### config.mk
export PLATFORM = sky130hd
export DESIGN_NAME = blob_centroid_tracker_flat
export DESIGN_NICKNAME = d
export VERILOG_FILES = /design/src/rtl/blob_centroid_tracker_if.sv /design/src/rtl/blob_centroid_tracker.sv /design/src/flat_wrapper.sv
export SDC_FILE = /design/constraint.sdc
export NUM_CORES = 1
export LEC_CHECK = 0
export CORE_ASPECT_RATIO = 0.7
export CORE_MARGIN = 2
export CORE_UTILIZATION = 40
export CTS_BUF_LIST = sky130_fd_sc_hd__clkbuf_16
export DETAILED_ROUTE_END_ITERATION = 12
export PLACE_DENSITY_LB_ADDON = 0.2
export SETUP_SLACK_MARGIN = 0.5
export SLEW_MARGIN = 25
export SYNTH_ARGS = -nofsm -noshare
export SYNTH_HDL_FRONTEND = slang
export SYNTH_SLANG_ARGS = --single-unit
### constraint.sdc
create_clock -name clk -period 13.3 [get_ports clk]
set_input_delay 2.66 -clock clk [delete_from_list [all_inputs] [get_ports clk]]
set_output_delay 2.66 -clock clk [all_outputs]
set_load 0.01 [all_outputs]
### src/rtl/blob_centroid_tracker_if.sv
// blob_centroid_tracker_if
//   Groups the pixel-stream inputs and the per-frame result record of the
//   blob centroid tracker.
//   master : pixel source / result consumer (drives the stream, reads results)
//   slave  : the tracker (reads the stream, drives busy and the result record)
//   Stream : threshold, pixel_data, pixel_valid, frame_start, frame_end,
//            pixel_x, pixel_y
//   Result : busy, result_valid, blob_found, pixel_count, centroid_x/y,
//            bbox_min_x/max_x/min_y/max_y
interface blob_centroid_tracker_if;
  logic [7:0]  threshold;
  logic [7:0]  pixel_data;
  logic        pixel_valid;
  logic        frame_start;
  logic        frame_end;
  logic [15:0] pixel_x;
  logic [15:0] pixel_y;

  logic        busy;
  logic        result_valid;
  logic        blob_found;
  logic [19:0] pixel_count;
  logic [15:0] centroid_x;
  logic [15:0] centroid_y;
  logic [15:0] bbox_min_x;
  logic [15:0] bbox_max_x;
  logic [15:0] bbox_min_y;
  logic [15:0] bbox_max_y;

  modport master (
    output threshold, pixel_data, pixel_valid, frame_start, frame_end,
           pixel_x, pixel_y,
    input  busy, result_valid, blob_found, pixel_count, centroid_x,
           centroid_y, bbox_min_x, bbox_max_x, bbox_min_y, bbox_max_y
  );

  modport slave (
    input  threshold, pixel_data, pixel_valid, frame_start, frame_end,
           pixel_x, pixel_y,
    output busy, result_valid, blob_found, pixel_count, centroid_x,
           centroid_y, bbox_min_x, bbox_max_x, bbox_min_y, bbox_max_y
  );
endinterface

### src/rtl/blob_centroid_tracker.sv
// blob_centroid_tracker
//   Thresholds a grey pixel stream, accumulates foreground count, coordinate
//   sums and bounding box over one frame, then divides the sums by the count
//   (two 32/20 restoring dividers, one quotient bit per cycle) and publishes
//   one result record per frame with a one-cycle result_valid pulse.
//   clk : system clock
//   rst : synchronous, active-high reset
//   bus : blob_centroid_tracker_if.slave (pixel stream in, result record out)
module blob_centroid_tracker #(
  parameter int IMG_WIDTH  = 640,
  parameter int IMG_HEIGHT = 480,
  parameter int MIN_PIXELS = 64
) (
  input  logic                          clk,
  input  logic                          rst,
  blob_centroid_tracker_if.slave        bus
);

  localparam logic [15:0] X_LIM   = 16'(IMG_WIDTH);
  localparam logic [15:0] Y_LIM   = 16'(IMG_HEIGHT);
  localparam logic [19:0] MIN_CNT = 20'(MIN_PIXELS);

  typedef enum logic [1:0] {IDLE, ACCUM, DIVIDE, DONE} state_t;

  typedef struct packed {
    logic [19:0] r;
    logic [31:0] q;
  } div_t;

  state_t      state;
  logic        closing;
  logic [7:0]  thr_q;
  logic [19:0] count;
  logic [31:0] sum_x, sum_y;
  logic [15:0] min_x, max_x, min_y, max_y;
  logic [31:0] qx, qy;
  logic [19:0] rx, ry;
  logic [4:0]  iter;

  logic        busy_q, rv_q, blob_q;
  logic [19:0] cnt_q;
  logic [15:0] cx_q, cy_q, bx0_q, bx1_q, by0_q, by1_q;

  // One restoring step: dividend bits shift out of q's MSB into the partial
  // remainder while quotient bits shift into q's LSB.
  function automatic div_t div_step(input logic [19:0] r, input logic [31:0] q,
                                    input logic [19:0] d);
    div_t        o;
    logic [20:0] t;
    t = {r, q[31]};
    if (t >= {1'b0, d}) begin
      o.r = 20'(t - {1'b0, d});
      o.q = {q[30:0], 1'b1};
    end else begin
      o.r = t[19:0];
      o.q = {q[30:0], 1'b0};
    end
    return o;
  endfunction

  logic        accepting, restart, fg;
  logic [7:0]  thr_eff;
  logic [19:0] count_n;
  logic [31:0] sum_x_n, sum_y_n;
  logic [15:0] min_x_n, max_x_n, min_y_n, max_y_n;
  div_t        sx, sy;

  // A restart clears the accumulators before the coincident pixel is folded
  // in, so that pixel lands in the new frame under the new threshold.
  always_comb begin
    accepting = (state == ACCUM) && !closing;
    restart   = accepting && bus.frame_start;
    thr_eff   = restart ? bus.threshold : thr_q;
    fg        = accepting && bus.pixel_valid && (bus.pixel_data >= thr_eff) &&
                (bus.pixel_x < X_LIM) && (bus.pixel_y < Y_LIM);
    count_n   = restart ? '0 : count;
    sum_x_n   = restart ? '0 : sum_x;
    sum_y_n   = restart ? '0 : sum_y;
    min_x_n   = restart ? '1 : min_x;
    min_y_n   = restart ? '1 : min_y;
    max_x_n   = restart ? '0 : max_x;
    max_y_n   = restart ? '0 : max_y;
    if (fg) begin
      count_n = count_n + 20'd1;
      sum_x_n = sum_x_n + {16'd0, bus.pixel_x};
      sum_y_n = sum_y_n + {16'd0, bus.pixel_y};
      if (bus.pixel_x < min_x_n) min_x_n = bus.pixel_x;
      if (bus.pixel_x > max_x_n) max_x_n = bus.pixel_x;
      if (bus.pixel_y < min_y_n) min_y_n = bus.pixel_y;
      if (bus.pixel_y > max_y_n) max_y_n = bus.pixel_y;
    end
    sx = div_step(rx, qx, count);
    sy = div_step(ry, qy, count);
  end

  // closing marks the cycle after frame_end: the count (including a pixel
  // coincident with frame_end) is settled there before choosing DIVIDE/DONE.
  always_ff @(posedge clk) begin
    if (rst) begin
      state   <= IDLE;
      closing <= 1'b0;
      thr_q   <= '0;
      count   <= '0;
      sum_x   <= '0;
      sum_y   <= '0;
      min_x   <= '0;
      max_x   <= '0;
      min_y   <= '0;
      max_y   <= '0;
      qx      <= '0;
      qy      <= '0;
      rx      <= '0;
      ry      <= '0;
      iter    <= '0;
      busy_q  <= 1'b0;
      rv_q    <= 1'b0;
      blob_q  <= 1'b0;
      cnt_q   <= '0;
      cx_q    <= '0;
      cy_q    <= '0;
      bx0_q   <= '0;
      bx1_q   <= '0;
      by0_q   <= '0;
      by1_q   <= '0;
    end else begin
      rv_q <= 1'b0;
      case (state)
        IDLE: begin
          if (bus.frame_start) begin
            thr_q   <= bus.threshold;
            count   <= '0;
            sum_x   <= '0;
            sum_y   <= '0;
            min_x   <= '1;
            min_y   <= '1;
            max_x   <= '0;
            max_y   <= '0;
            closing <= 1'b0;
            state   <= ACCUM;
          end
        end
        ACCUM: begin
          if (!closing) begin
            thr_q <= thr_eff;
            count <= count_n;
            sum_x <= sum_x_n;
            sum_y <= sum_y_n;
            min_x <= min_x_n;
            max_x <= max_x_n;
            min_y <= min_y_n;
            max_y <= max_y_n;
            if (bus.frame_end) closing <= 1'b1;
          end else begin
            closing <= 1'b0;
            busy_q  <= 1'b1;
            if (count >= MIN_CNT) begin
              qx    <= sum_x;
              qy    <= sum_y;
              rx    <= '0;
              ry    <= '0;
              iter  <= '0;
              state <= DIVIDE;
            end else begin
              state <= DONE;
            end
          end
        end
        DIVIDE: begin
          qx   <= sx.q;
          rx   <= sx.r;
          qy   <= sy.q;
          ry   <= sy.r;
          iter <= iter + 5'd1;
          if (iter == 5'd31) state <= DONE;
        end
        DONE: begin
          rv_q   <= 1'b1;
          busy_q <= 1'b0;
          cnt_q  <= count;
          state  <= IDLE;
          if (count >= MIN_CNT) begin
            blob_q <= 1'b1;
            cx_q   <= qx[15:0];
            cy_q   <= qy[15:0];
            bx0_q  <= min_x;
            bx1_q  <= max_x;
            by0_q  <= min_y;
            by1_q  <= max_y;
          end else begin
            blob_q <= 1'b0;
            cx_q   <= '0;
            cy_q   <= '0;
            bx0_q  <= '0;
            bx1_q  <= '0;
            by0_q  <= '0;
            by1_q  <= '0;
          end
        end
      endcase
    end
  end

  assign bus.busy         = busy_q;
  assign bus.result_valid = rv_q;
  assign bus.blob_found   = blob_q;
  assign bus.pixel_count  = cnt_q;
  assign bus.centroid_x   = cx_q;
  assign bus.centroid_y   = cy_q;
  assign bus.bbox_min_x   = bx0_q;
  assign bus.bbox_max_x   = bx1_q;
  assign bus.bbox_min_y   = by0_q;
  assign bus.bbox_max_y   = by1_q;

endmodule

### src/flat_wrapper.sv
// flat-port wrapper written by rule: the top's interface ports become plain ports
module blob_centroid_tracker_flat 
#(
  parameter int IMG_WIDTH  = 640,
  parameter int IMG_HEIGHT = 480,
  parameter int MIN_PIXELS = 64
)
  (clk, rst, bus_threshold, bus_pixel_data, bus_pixel_valid, bus_frame_start, bus_frame_end, bus_pixel_x, bus_pixel_y, bus_busy, bus_result_valid, bus_blob_found, bus_pixel_count, bus_centroid_x, bus_centroid_y, bus_bbox_min_x, bus_bbox_max_x, bus_bbox_min_y, bus_bbox_max_y);
  blob_centroid_tracker_if bus_i ();
  input  logic clk;
  input  logic rst;
  input wire logic [$bits(bus_i.threshold)-1:0] bus_threshold;
  input wire logic [$bits(bus_i.pixel_data)-1:0] bus_pixel_data;
  input wire logic [$bits(bus_i.pixel_valid)-1:0] bus_pixel_valid;
  input wire logic [$bits(bus_i.frame_start)-1:0] bus_frame_start;
  input wire logic [$bits(bus_i.frame_end)-1:0] bus_frame_end;
  input wire logic [$bits(bus_i.pixel_x)-1:0] bus_pixel_x;
  input wire logic [$bits(bus_i.pixel_y)-1:0] bus_pixel_y;
  output wire logic [$bits(bus_i.busy)-1:0] bus_busy;
  output wire logic [$bits(bus_i.result_valid)-1:0] bus_result_valid;
  output wire logic [$bits(bus_i.blob_found)-1:0] bus_blob_found;
  output wire logic [$bits(bus_i.pixel_count)-1:0] bus_pixel_count;
  output wire logic [$bits(bus_i.centroid_x)-1:0] bus_centroid_x;
  output wire logic [$bits(bus_i.centroid_y)-1:0] bus_centroid_y;
  output wire logic [$bits(bus_i.bbox_min_x)-1:0] bus_bbox_min_x;
  output wire logic [$bits(bus_i.bbox_max_x)-1:0] bus_bbox_max_x;
  output wire logic [$bits(bus_i.bbox_min_y)-1:0] bus_bbox_min_y;
  output wire logic [$bits(bus_i.bbox_max_y)-1:0] bus_bbox_max_y;
  assign bus_i.threshold = bus_threshold;
  assign bus_i.pixel_data = bus_pixel_data;
  assign bus_i.pixel_valid = bus_pixel_valid;
  assign bus_i.frame_start = bus_frame_start;
  assign bus_i.frame_end = bus_frame_end;
  assign bus_i.pixel_x = bus_pixel_x;
  assign bus_i.pixel_y = bus_pixel_y;
  assign bus_busy = bus_i.busy;
  assign bus_result_valid = bus_i.result_valid;
  assign bus_blob_found = bus_i.blob_found;
  assign bus_pixel_count = bus_i.pixel_count;
  assign bus_centroid_x = bus_i.centroid_x;
  assign bus_centroid_y = bus_i.centroid_y;
  assign bus_bbox_min_x = bus_i.bbox_min_x;
  assign bus_bbox_max_x = bus_i.bbox_max_x;
  assign bus_bbox_min_y = bus_i.bbox_min_y;
  assign bus_bbox_max_y = bus_i.bbox_max_y;
  blob_centroid_tracker #(.IMG_WIDTH(IMG_WIDTH), .IMG_HEIGHT(IMG_HEIGHT), .MIN_PIXELS(MIN_PIXELS)) u_core (.clk(clk), .rst(rst), .bus(bus_i));
endmodule
## Word-level counts from Yosys, hierarchy flattened

Cells that the tools add are included.

| cells by class | value |
|---|---|
| $add $sub $neg | 6 |
| div/mod/pow operators | 0 |
| reductions and logical operators | 16 |
| shifts and indexed selects | 0 |
| mux-type cells | 74 |
| multiply operators | 0 |
| bitwise operators | 0 |
| $lt $le $gt $ge | 10 |
| equality and inequality tests | 9 |

Operators by type and width:

| operator | count |
|---|---|
| two-way mux 16 bit | 24 |
| two-way mux 32 bit | 11 |
| one-hot mux 32 bit (2 select lines) | 4 |
| one-hot mux 16 bit (2 select lines) | 4 |
| two-way mux 20 bit | 6 |
| one-hot mux 20 bit (2 select lines) | 3 |
| two-way mux 52 bit | 2 |
| adder 32 x 16 -> 32 bit | 2 |
| >= comparator 21 x 20 -> 1 bit | 2 |
| subtractor 20 bit | 2 |
| greater-than comparator 16 bit | 2 |
| < comparator 16 bit | 2 |
| two-way mux 8 bit | 3 |
| adder 20 x 1 -> 20 bit (second input constant) | 1 |
| >= comparator 20 x 7 -> 1 bit (second input constant) | 1 |
| < comparator 16 x 10 -> 1 bit (second input constant) | 1 |
| < comparator 16 x 9 -> 1 bit (second input constant) | 1 |
| one-hot mux 8 bit (2 select lines) | 1 |
| two-way mux 5 bit | 2 |
| one-hot mux 5 bit (2 select lines) | 1 |
| AND reduction 3 bit | 3 |
| >= comparator 8 bit | 1 |
| one-hot mux 2 bit (4 select lines) | 1 |
| two-way mux 1 bit | 7 |
| 13 further kinds | 28 |

| word-level totals | value |
|---|---|
| memory bits (writable) | 0 |
| bits in read-only memories | 0 |
| latch bits | 0 |
| input bits | 53 |
| memories kept | 0 |
| register bits after elaboration | 387 |
| word-level logic and storage cells | 140 |

## Longest topological paths before layout

| logic depth | value |
|---|---|
| word-level depth | 11 |
| gate-level depth with buffers | 27 |
| mapped depth without buffers | 16 |

## Worst setup path before layout

Ideal clock, no wire load.

| path | value |
|---|---|
| kind | input to register |
| from | input bus_frame_start |
| to | register u_core.sum_y[6] |
| slack | 6544 ps |
| arrival | 6696 ps |
| stages | 24 |
| required time | 13240 ps |
| buffers on the path | 10 |
| setup time | 60 ps |
| cell sequence | nand3b_4 > buf_6 > buf_8 > buf_2 > buf_2 > clkbuf_1 > clkbuf_1 > clkbuf_1 > clkbuf_1 > nand2_1 > nand2_1 > ha_1 > nand2b_1 > a21o_1 > a21o_1 > a211oi_1 > o21ai_0 > and2_1 > buf_2 > o21ai_1 > nor2b_1 > clkbuf_1 > o21ai_0 > nand2_1 |

| on the way | value |
|---|---|
| longest elaborated chain between the ends | 9 |
| elaborated cells on any way between the ends | 13 |

Ends and longest elaborated chain:

| what | RTL line | RTL |
|---|---|---|
| start: declaration | flat_wrapper.sv:15 | `input wire logic [$bits(bus_i.frame_start)-1:0] bus_frame_start;` |
| branches (longest 9 deep; another with adder 32 x 16 -> 32 bit) | n/a |  |
| end signal: assignment | blob_centroid_tracker.sv:147 | `sum_y <= sum_y_n;` |
| end: declaration | blob_centroid_tracker.sv:34 | `logic [31:0] sum_x, sum_y;` |

Parallel ways; which one is timed is not known. The select of a mux whose other input is x is not followed.
A chain may end at the register's enable or synchronous reset.

## Final worst setup path

| path | value |
|---|---|
| from | input bus_pixel_x[10] |
| to | register u_core.min_x[12] |

| on the way | value |
|---|---|
| longest elaborated chain between the ends | 6 |
| elaborated cells on any way between the ends | 8 |

Ends and longest elaborated chain:

| what | RTL line | RTL |
|---|---|---|
| start: declaration | flat_wrapper.sv:17 | `input wire logic [$bits(bus_i.pixel_x)-1:0] bus_pixel_x;` |
| < comparator 16 x 10 -> 1 bit | blob_centroid_tracker.sv:75 | `(bus.pixel_x < X_LIM) && (bus.pixel_y < Y_LIM);` |
| logical AND 1 bit | blob_centroid_tracker.sv:74 | `fg = accepting && bus.pixel_valid && (bus.pixel_data >= thr_eff) &&` |
| logical AND 1 bit | blob_centroid_tracker.sv:75 |  |
| two-way mux 16 bit * | blob_centroid_tracker.sv:83 | `if (fg) begin` |
| two-way mux 16 bit * | blob_centroid_tracker.sv:143 | `if (!closing) begin` |
| one-hot mux 16 bit (2 select lines) * | blob_centroid_tracker.sv:127 | `case (state)` |
| end signal: assignment | blob_centroid_tracker.sv:148 | `min_x <= min_x_n;` |
| end: declaration | blob_centroid_tracker.sv:35 | `logic [15:0] min_x, max_x, min_y, max_y;` |

Mark *: on every way between the ends. The rest lies on a longest branch, timed or not. The select of a mux whose other input is x is not followed.

==> flow_metrics.py <==
metrics = {
    "synthesis": {
        "yosysWarnings": 0,
        "seq_area_frac_synth_pct": 35.1,
        "async_flop_share_pct": 0,
        "synth_nets": 2912,
        "netlist_area_um2": 22100,
        "synth_cell_type_count": 83,
        "yosys_register_bits": 387,
        "synth_cells": 2726,
        "synth-edff-count": 0,
        "synthFlopType": "dfxtp_1",
        "syn_area_per_cell_um2": 8.09,
    },
    "sta": {
        "setup_viol": 0,
        "finClkSkew_ps": 23.9,
        "rsz0062_at_grt": "false",
        "slew_headroom_pct": 31.8,
        "hold_viol_final": 0,
        "fin_hold_ws_ps": 457,
        "fmax_mhz": 146,
        "tns_ps": 0,
        "final.setup.worst_slack_ps": 6470,
        "period_share_pct": 51.4,
        "fin_crit_ps": 6830,
        "tightest_slew_ps": 1020,
        "drv_slew": 0,
    },
    "grt": {
        "antenna_found_initial": 1,
        "grt_pass1_wl_mm": 110,
        "grt.overflow.total": 0,
        "grt_usage_pct": 23.8,
        "grt_max_degree": 133,
        "grt_pass1_vias": 19000,
    },
    "critical_path": {
        "crit_path_start_kind": "input port",
        "worstPathMaxFanout": 34,
        "r2r-end": "u_core.sum_x[30]",
        "crit_arrival_ps": 7280,
        "ff2ff_path_depth": 17,
        "cp.required_ps": 13750,
        "startpoint": "bus_pixel_x[10]",
        "rr_startpoint": "u_core.state[1]",
        "r2r_setup_slack_ps": 8030,
        "cp-endpoint": "u_core.min_x[12]",
        "worstSetupPathType": "input port to flop",
        "critPathCaptureType": "flop",
    },
    "layout": {
        "register_area_um2": 7750,
        "layout.cells.non_filler": 3523,
        "antennaDiodeCount": 0,
        "layout-drive-gt1-share_pct": 4.19,
        "multiInputGateArea_um2": 13300,
        "nets": 2951,
        "n_fill_cell": 5263,
        "area_delta_synth_final_pct": 15.2,
    },
    "route": {
        "post_drt_wl_per_cell_um": 19.9,
        "final_antenna_net_count": 0,
        "dr_wl_met2_mm": 28.8,
        "highest_layer": "met4",
        "routed-wl-met3_mm": 4.65,
        "wirelength_mm": 70.0,
        "m1WireLength_mm": 35.2,
        "dr.pass1.iters": 6,
        "vias": 20600,
        "dr.first_iter.drc_count": 1983,
        "drt-vias-per-instance": 5.85,
        "drc_errors": 0,
    },
    "die": {
        "die_h_um": 201,
        "dieArea_um2": 57100,
        "core_area_um2": 54100,
        "num_rows": 71,
        "io_pins": 172,
        "die_w_um": 285,
        "start_util_pct": 40.8,
    },
    "clock_tree": {
        "root_buffer": "clkbuf_16",
        "cts_tree": "done",
        "postCtsHoldBufs": 0,
        "cts.htree.levels": 2,
        "clk_latency_ps": 570,
        "ctsLongestPathBuffers": 3,
        "cts_sinks": 387,
        "post_cts_buffers": 0,
        "post_cts_resized": 0,
        "clkTransAtPathRegs_ps": 60,
        "numCtsBuffers": 41,
    },
    "hold_path": {
        "hp-class": "flop to flop",
    },
    "place": {
        "dp_hpwl_mm": 48.9,
        "place.gp.congestion": 0.912,
        "pre_cts_ws_ps": 5850,
        "dp_cells": 3450,
        "port_buffers": 171,
    },
    "run_status": {
        "status": "finished clean",
    },
    "power": {
        "p_total_mw": 3.43,
        "p_leak_nw": 9.08,
        "vdd_ir_drop_max_uv": 104,
        "powerDensity_nw_per_um2": 135,
    },
    "job": {
        "maxCapViolations": 0,
    },
}
[state kept, by name, summed over array words and instances (netlist names), 20 cells and up]
name,count
u_core.qx,32
u_core.qy,32
u_core.sum_x,32
u_core.sum_y,32
u_core.bus.pixel_count,20
u_core.count,20
u_core.rx,20
u_core.ry,20
[critical path: stages]
cell and delay, ps:
clkdlybuf4s50_1 790, nor4b_1 820, o2111ai_1 290, nor3_1 420
nand2_1 90, buf_4 280, nor2_1 730, o311a_1 750
nor2_1 240, o21a_1 180
[cells in the mapped netlist (11+ instances only)]
| master | n | share of area (%) |
|---|---|---|
| dfxtp_1 | 387 | 35 |
| a21oi_1 | 246 | 5.6 |
| nor2_1 | 240 | 4.1 |
| nand2_1 | 227 | 3.9 |
| o21ai_0 | 169 | 3.8 |
| clkbuf_1 | 158 | 2.7 |
| nand3_1 | 147 | 3.3 |
| ha_1 | 129 | 7.3 |
| mux2i_1 | 119 | 5.4 |
| nand2b_1 | 107 | 3.0 |
| a211oi_1 | 79 | 2.7 |
| inv_1 | 75 | 1.3 |
| a21o_1 | 50 | 1.7 |
| and2_1 | 39 | 1.1 |
| nand4_1 | 37 | 1.0 |
| xor2_1 | 37 | 1.5 |
| nor3_1 | 36 | 0.82 |
| o21a_1 | 33 | 1.1 |
| xnor2_1 | 32 | 1.3 |
| a22o_1 | 29 | 1.2 |
| o211ai_1 | 26 | 0.88 |
| a31oi_1 | 23 | 0.65 |
| buf_1 | 22 | 0.37 |
| a22oi_1 | 21 | 0.71 |
| buf_2 | 21 | 0.48 |
| nor2b_1 | 21 | 0.60 |
| and3_1 | 19 | 0.54 |
| nor4_1 | 15 | 0.43 |
| or3_1 | 13 | 0.37 |
| a221oi_1 | 12 | 0.48 |
| o21bai_1 | 11 | 0.37 |
[stage by stage]
step                util, %  area, µm²
floorplan                 -      22100
global placement       44.6      24100
detailed placement     44.6      24100
CTS                    46.9      25400
global route           47.0      25400
finish                 47.0      25400
[where the power goes]
group | switching, mW | internal (mW) | total [mW]
clock network | 0.490 | 0.617 | 1.11
registers | 0.0993 | 1.28 | 1.37
logic | 0.625 | 0.322 | 0.947
[logic make-up (layout without fill, tap and decap cells)]
logic type	count (synthesis)	after routing	share of synthesized area (%)
simple gates	931	931	20.5
fa+ha+maj	137	137	7.86
buf+inv	280	347	5.04
flops	387	387	35.1
xor+xnor	69	69	2.74
mux	120	120	5.45
compound gates	802	802	23.3
[layout make-up]
type	count	area share, %
inverters	75	1.11
flip-flops and latches	387	30.5
multi-input cells	2059	52.2
clock inverters	30	0.847
clock buffers	41	4.04
well taps	730	3.59
repair buffers	201	7.73
[layer usage]
layer	global-route usage, %	vias up
met1	37.1	9917
met4	5.49	0
met3	3.03	89
li1	-	9904
met2	34.1	689
met5	0	-
[cells in the final DEF (no fill, tap or decap), drive strengths merged, types with 9 or more instances in the layout]
cell,synthesis,routed
nand3,148,148
o21bai,11,11
buf,47,30
and2,39,39
o22ai,9,9
a22o,29,29
a21oi,247,247
nor2b,21,21
clkinv,0,20
nand2b,107,107
or3,13,13
a22oi,21,21
nand2,227,227
nor3,37,37
nor4,15,15
xnor2,32,32
ha,129,129
xor2,37,37
a31oi,23,23
and3,19,19
clkdlybuf4s50,0,170
o211ai,27,27
nand4,37,37
nor2,240,240
mux2i,119,119
o21ai,176,176
a221oi,12,12
clkbuf,158,42
a211oi,80,80
dfxtp,387,387
inv,75,79
a21o,50,50
o21a,33,33
[worst min path at each step]
stage	to	cells after the start	from
2_1_floorplan	u_core.thr_q[1]	2	u_core.thr_q[1]
3_3_place_gp	u_core.iter[4]	2	u_core.iter[4]
3_5_place_dp	u_core.thr_q[3]	2	u_core.thr_q[3]
4_1_cts	u_core.thr_q[3]	2	u_core.thr_q[3]
5_1_grt	u_core.thr_q[2]	2	u_core.thr_q[2]
6_report	u_core.thr_q[2]	2	u_core.thr_q[2]
(Power assumes the default switching activity.)
